<file path="src/rtl/rcc_vdd_wr_ctrl.sv">
// Core-domain write initiator for the VDD-domain RCC cells (RMVF c1/c2, LSION).
// Sequences data level, then wren level, until the synchronised readback agrees.
module rcc_vdd_wr_ctrl #(
   parameter int HOLD_CYC    = 4,
   parameter int TIMEOUT_CYC = 1024,
   parameter int SYNC_STAGES = 2
) (
   input  logic clk,
   input  logic rst,
   input  logic req_c1_rmvf,
   input  logic req_c2_rmvf,
   input  logic req_lsion,
   input  logic req_wdata,
   input  logic cur_rcc_c1_rsr_rmvf,
   input  logic cur_rcc_c2_rsr_rmvf,
   input  logic cur_rcc_csr_lsion,
   output logic rcc_vdd_wdata,
   output logic raw_rcc_c1_rsr_rmvf_wren,
   output logic raw_rcc_c2_rsr_rmvf_wren,
   output logic raw_rcc_csr_lsion_wren,
   output logic sync_c1_rmvf,
   output logic sync_c2_rmvf,
   output logic sync_lsion,
   output logic busy,
   output logic wr_done,
   output logic wr_timeout
);

   localparam int CW = $clog2(TIMEOUT_CYC + 1);
   localparam logic [CW-1:0] HOLD_LAST = CW'(HOLD_CYC - 1);
   localparam logic [CW-1:0] TO_LAST   = CW'(TIMEOUT_CYC - 1);

   typedef enum logic [2:0] {
      ST_IDLE,
      ST_SETUP,
      ST_STROBE,
      ST_WAIT,
      ST_RELEASE
   } state_t;

   state_t state;
   state_t state_d;

   logic [SYNC_STAGES-1:0] sq_c1;
   logic [SYNC_STAGES-1:0] sq_c2;
   logic [SYNC_STAGES-1:0] sq_ls;

   logic [2:0]    sync_v;
   logic [2:0]    req_v;
   logic [2:0]    pend;
   logic [2:0]    pdat;
   logic [2:0]    cand;
   logic [2:0]    cand_dat;
   logic [2:0]    grant;
   logic [2:0]    cur_tgt;
   logic [2:0]    tgt_d;
   logic          cur_data;
   logic          data_d;
   logic          ok;
   logic          ok_d;
   logic          take;
   logic          rb;
   logic          match;
   logic [CW-1:0] cnt;
   logic [CW-1:0] cnt_d;
   logic [CW-1:0] cnt_inc;

   logic          wdata_d;
   logic [2:0]    wren_d;
   logic          done_d;
   logic          to_d;
   logic          wdata_q;
   logic [2:0]    wren_q;
   logic          done_q;
   logic          to_q;

   // Readback synchronisers run free of the FSM.
   always_ff @(posedge clk) begin
      if (rst) begin
         sq_c1 <= '0;
         sq_c2 <= '0;
         sq_ls <= '0;
      end else begin
         sq_c1 <= {sq_c1[SYNC_STAGES-2:0], cur_rcc_c1_rsr_rmvf};
         sq_c2 <= {sq_c2[SYNC_STAGES-2:0], cur_rcc_c2_rsr_rmvf};
         sq_ls <= {sq_ls[SYNC_STAGES-2:0], cur_rcc_csr_lsion};
      end
   end

   assign sync_c1_rmvf = sq_c1[SYNC_STAGES-1];
   assign sync_c2_rmvf = sq_c2[SYNC_STAGES-1];
   assign sync_lsion   = sq_ls[SYNC_STAGES-1];
   assign sync_v       = {sync_lsion, sync_c2_rmvf, sync_c1_rmvf};

   assign req_v    = {req_lsion, req_c2_rmvf, req_c1_rmvf};
   assign cand     = pend | req_v;
   assign cand_dat = (req_v & {3{req_wdata}}) | (~req_v & pdat);

   // Fixed priority c1 > c2 > lsion; same-cycle requests are eligible.
   always_comb begin
      grant = '0;
      if (cand[0]) begin
         grant = 3'b001;
      end else if (cand[1]) begin
         grant = 3'b010;
      end else if (cand[2]) begin
         grant = 3'b100;
      end
   end

   assign rb      = |(cur_tgt & sync_v);
   assign match   = (rb == cur_data);
   assign cnt_inc = (cnt == '1) ? cnt : cnt + CW'(1);

   always_ff @(posedge clk) begin
      if (rst) begin
         pend <= '0;
         pdat <= '0;
      end else begin
         for (int i = 0; i < 3; i++) begin
            if (take && grant[i]) begin
               pend[i] <= 1'b0;
            end else if (req_v[i]) begin
               pend[i] <= 1'b1;
               pdat[i] <= req_wdata;
            end
         end
      end
   end

   always_ff @(posedge clk) begin
      if (rst) begin
         state    <= ST_IDLE;
         cnt      <= '0;
         cur_tgt  <= '0;
         cur_data <= 1'b0;
         ok       <= 1'b0;
      end else begin
         state    <= state_d;
         cnt      <= cnt_d;
         cur_tgt  <= tgt_d;
         cur_data <= data_d;
         ok       <= ok_d;
      end
   end

   always_comb begin
      state_d = state;
      cnt_d   = cnt;
      tgt_d   = cur_tgt;
      data_d  = cur_data;
      ok_d    = ok;
      take    = 1'b0;
      unique case (state)
         ST_IDLE: begin
            if (|cand) begin
               state_d = ST_SETUP;
               take    = 1'b1;
               tgt_d   = grant;
               data_d  = |(grant & cand_dat);
            end
         end
         ST_SETUP: begin
            state_d = ST_STROBE;
            cnt_d   = '0;
         end
         ST_STROBE: begin
            cnt_d = cnt_inc;
            if (cnt == HOLD_LAST) begin
               state_d = ST_WAIT;
            end
         end
         ST_WAIT: begin
            cnt_d = cnt_inc;
            if (match) begin
               state_d = ST_RELEASE;
               ok_d    = 1'b1;
            end else if (cnt >= TO_LAST) begin
               state_d = ST_RELEASE;
               ok_d    = 1'b0;
            end
         end
         ST_RELEASE: begin
            state_d = ST_IDLE;
         end
         default: begin
            state_d = ST_IDLE;
         end
      endcase

      // Outputs are registered from the next state so VDD levels are glitch-free.
      wdata_d = (state_d != ST_IDLE) & data_d;
      wren_d  = '0;
      if (state_d == ST_STROBE || state_d == ST_WAIT) begin
         wren_d = tgt_d;
      end
      done_d = (state_d == ST_RELEASE) & ok_d;
      to_d   = (state_d == ST_RELEASE) & ~ok_d;
   end

   always_ff @(posedge clk) begin
      if (rst) begin
         wdata_q <= 1'b0;
         wren_q  <= '0;
         done_q  <= 1'b0;
         to_q    <= 1'b0;
      end else begin
         wdata_q <= wdata_d;
         wren_q  <= wren_d;
         done_q  <= done_d;
         to_q    <= to_d;
      end
   end

   assign rcc_vdd_wdata            = wdata_q;
   assign raw_rcc_c1_rsr_rmvf_wren = wren_q[0];
   assign raw_rcc_c2_rsr_rmvf_wren = wren_q[1];
   assign raw_rcc_csr_lsion_wren   = wren_q[2];
   assign wr_done                  = done_q;
   assign wr_timeout               = to_q;
   assign busy                     = (state != ST_IDLE) | (|pend);

endmodule

</file>
<file path="config.mk">
export PLATFORM = sky130hd
export DESIGN_NAME = rcc_vdd_wr_ctrl
export DESIGN_NICKNAME = d
export VERILOG_FILES = /design/src/rtl/rcc_vdd_wr_ctrl.sv
export SDC_FILE = /design/constraint.sdc
export NUM_CORES = 1
export LEC_CHECK = 0
export BUFFER_PORTS_ARGS = -buffer_cell sky130_fd_sc_hd__buf_4
export CAP_MARGIN = 15
export CORE_UTILIZATION = 40
export DETAILED_ROUTE_END_ITERATION = 10
export SYNTH_ARGS = -nofsm -noshare
export SYNTH_HDL_FRONTEND = slang
export SYNTH_SLANG_ARGS = --single-unit
</file>
<file path="constraint.sdc">
create_clock -name clk -period 3.25 [get_ports clk]
set_input_delay 0.65 -clock clk [delete_from_list [all_inputs] [get_ports clk]]
set_output_delay 0.65 -clock clk [all_outputs]
set_load 0.03 [all_outputs]
</file>
==> flow_summary.ini <==
[status]
status = finished, final reports clean

[critical_path]
r2r_cells = 5
r2r_end = cnt[7]$_SDFFE_PP0P_
crit_type = reg -> out
r2r_start = cnt[0]$_SDFFE_PP0P_
crit_path_start = state[1]$_SDFF_PP0_
start_kind = flop
endpoint_kind = output port
crit_arrival_ns = 1.81
crit_end = busy
r2r_slack_ns = 1.35
cp.required_ns = 2.60
cp_max_fo = 10

[logic_synthesis]
synthXorXnorAreaFrac = 0.00560
synth_top_family_by_area = simple AND/OR/NAND/NOR gates
yosys_most_used_dff = dfxtp_1
synth_adder_area_share = 0.00799
synth-simple-area-share = 0.269
synth_compound_area_frac = 0.198
async_flop_share = 0
synth.distinct_cells = 44
synth_warnings = 0
netlist_area_mm2 = 0.00157
synth_nets = 180
muxShareOfSynthArea = 0.0192
synthCells = 170
synth_edf_count = 0
syn_avg_cell_area_um2 = 9.21
synth-seq-cells = 36
yosysSeqAreaShare = 0.460

[global_route]
antenna_found_initial = 0
grt_max_degree = 26
grt_overflow_total = 0
grt_pass1_wl_mm = 5.41
grt_pass1_vias = 1222
grt_usage = 0.170

[drt]
ant_nets = 0
first_pass_iters = 4
wl_per_cell_um = 13.1
num_vias = 1287
drt_iter0_drc = 75
viasPerCell = 5.48
drc = 0
wl_mm = 3.08

[placed_design]
gp_congestion = 0.805
dpl_cell_area_mm2 = 0.00170
port_buffers = 18
hpwl_mm = 2.17
placed_cells = 227

[clocking]
cts_buffers = 5
htree_levels = 2
cts_tree = yes
ctsResizeCount = 0
ctsHoldBuffers = 0
post_cts_buffers = 0
worstSkewPairLatency_ns = 0.29
cts.path.max_buffers = 2
cts.sinks = 36
path_clk_slew_ns = 0.07
cts.root.buffer_cell = clkbuf_8

[finish]
drive_above_1_share = 0.198
fin_cells = 235
n_antenna_cell = 0
nets = 196
area_delta_synth_final_pct = 15.8
stdcell_area_mm2 = 0.00181

[power]
p_per_area_mw_per_mm2 = 598
leakage_nw = 0.681
irDropWorstVdd_v = 0.000271

[die]
rows = 22
dieHeight_um = 64.6
fp.dieW_um = 64.6
dieArea_mm2 = 0.00417
num_io_pins = 19
initial_core_util = 0.421
fp.coreArea_mm2 = 0.00372

[sta]
finalSetupViolCount = 0
hold_violations = 0
min_period_ns = 2.46
fin_skew_ns = 0.00528
rsz0062_at_grt = false
tns_ns = 0
timing.final.crit_share = 0.757
finalMaxSlewViolations = 0
max_freq_ghz = 0.406
relSlewSlack = 0.623
max_slew.worst_pin.slew_ns = 0.561

[min_path]
hold_path.class = reg -> reg

[job]
cap_violations = 0
report_power, final:
| part | internal (W) | switching (W) | total [W] |
|---|---|---|---|
| Sequential | 0.000473 | 0.0000261 | 0.000499 |
| Clock | 0.000227 | 0.000164 | 0.000391 |
| Combinational | 0.0000753 | 0.000119 | 0.000194 |
area by class of cell:
| cell class | instances | area, um^2 |
|---|---|---|
| multi-input cells | 124 | 782 |
| repair buffers | 18 | 135 |
| clock inverters | 3 | 42.5 |
| flip-flops and latches | 36 | 721 |
| clock buffers | 5 | 68.8 |
| inverters | 1 | 3.75 |
| fillers | 348 | 1900 |
| well taps | 48 | 60.1 |
metal layers:
metal	GRT usage	part of all wire
met1	0.214	0.47
met2	0.262	0.47
met4	0.0694	0.017
met5	0	0
met3	0.0599	0.046
Yosys cell counts, drive strengths merged, types with 2 or more instances:
cell	count	area, um^2
o21ai	5	25.0
or3	5	31.3
nand2	11	41.3
a21o	3	22.5
and3	2	15.0
or4	6	48.8
nand4	2	12.5
a21oi	16	83.8
o31ai	5	37.5
and4	2	17.5
clkbuf	4	15.0
or2	3	18.8
nor4	4	37.5
dfxtp	36	721
o21bai	3	22.5
a211oi	3	22.5
nor2	16	60.1
nand3	3	15.0
nor2b	9	56.3
buf	5	43.8
a31oi	2	12.5
nor3	6	30.0
mux2i	3	30.0
metrics by stage:
stage	utilization	hold WS (ns)	power (W)	setup WS (ns)
2_1_floorplan	-	0.414	0.000660	1.13
3_3_place_gp	0.458	0.420	0.000699	1.13
3_5_place_dp	0.458	0.428	0.000703	1.10
4_1_cts	0.488	0.448	0.00110	0.773
5_1_grt	0.488	0.455	0.00114	0.700
6_report	0.488	0.441	0.00108	0.789
sequential cells by signal, summed over array words and instances (netlist names), 2 cells and up:
register / flops
cnt: 11
cur_tgt: 3
pdat: 3
pend: 3
state: 3
wren_q: 3
sq_c1: 2
sq_c2: 2
sq_ls: 2
logic make-up after synthesis:
logic type	count (synthesis)
and+or+nand+nor	74
AOI/OAI and AO/OA	45
DFF	36
buffers and inverters	10
muxes	3
xor gates and xnor gates	1
adders and majority gates	1
cell usage in the layout (no fill, tap or decap), types with 2 or more instances in the layout:
| cell | n |
|---|---|
| dfxtp_1 | 36 |
| buf_4 | 18 |
| nor2_1 | 16 |
| a21oi_1 | 15 |
| nand2_1 | 11 |
| nor2b_1 | 9 |
| nor3_1 | 6 |
| or3_1 | 5 |
| or4_1 | 5 |
| o31ai_1 | 5 |
| o21ai_0 | 5 |
| clkbuf_8 | 5 |
| a21o_1 | 3 |
| o21bai_1 | 3 |
| nand3_1 | 3 |
| a211oi_1 | 3 |
| mux2i_1 | 3 |
| and4_1 | 2 |
| a31oi_1 | 2 |
| nor4_2 | 2 |
| nor4_1 | 2 |
| nand4_1 | 2 |
| and3_2 | 2 |
| or2_2 | 2 |
critical path: stages (launching register included):
cell and delay [ns]:
dfxtp_1 0.38, or3_1 0.52, or4_1 0.45, buf_4 0.18
worst min path at each step:
stage / start / end / slack (ns) / cells after the start
6_report: sq_c1[0]$_SDFF_PP0_ / sq_c1[1]$_SDFF_PP0_ / 0.44 / 1
5_1_grt: sq_ls[0]$_SDFF_PP0_ / sq_ls[1]$_SDFF_PP0_ / 0.45 / 1
4_1_cts: sq_c1[0]$_SDFF_PP0_ / sq_c1[1]$_SDFF_PP0_ / 0.45 / 1
3_5_place_dp: sq_c2[0]$_SDFF_PP0_ / sq_c2[1]$_SDFF_PP0_ / 0.43 / 1
3_3_place_gp: sq_c1[0]$_SDFF_PP0_ / sq_c1[1]$_SDFF_PP0_ / 0.42 / 1
2_1_floorplan: sq_c1[0]$_SDFF_PP0_ / sq_c1[1]$_SDFF_PP0_ / 0.41 / 1
(Power assumes the default switching activity.)
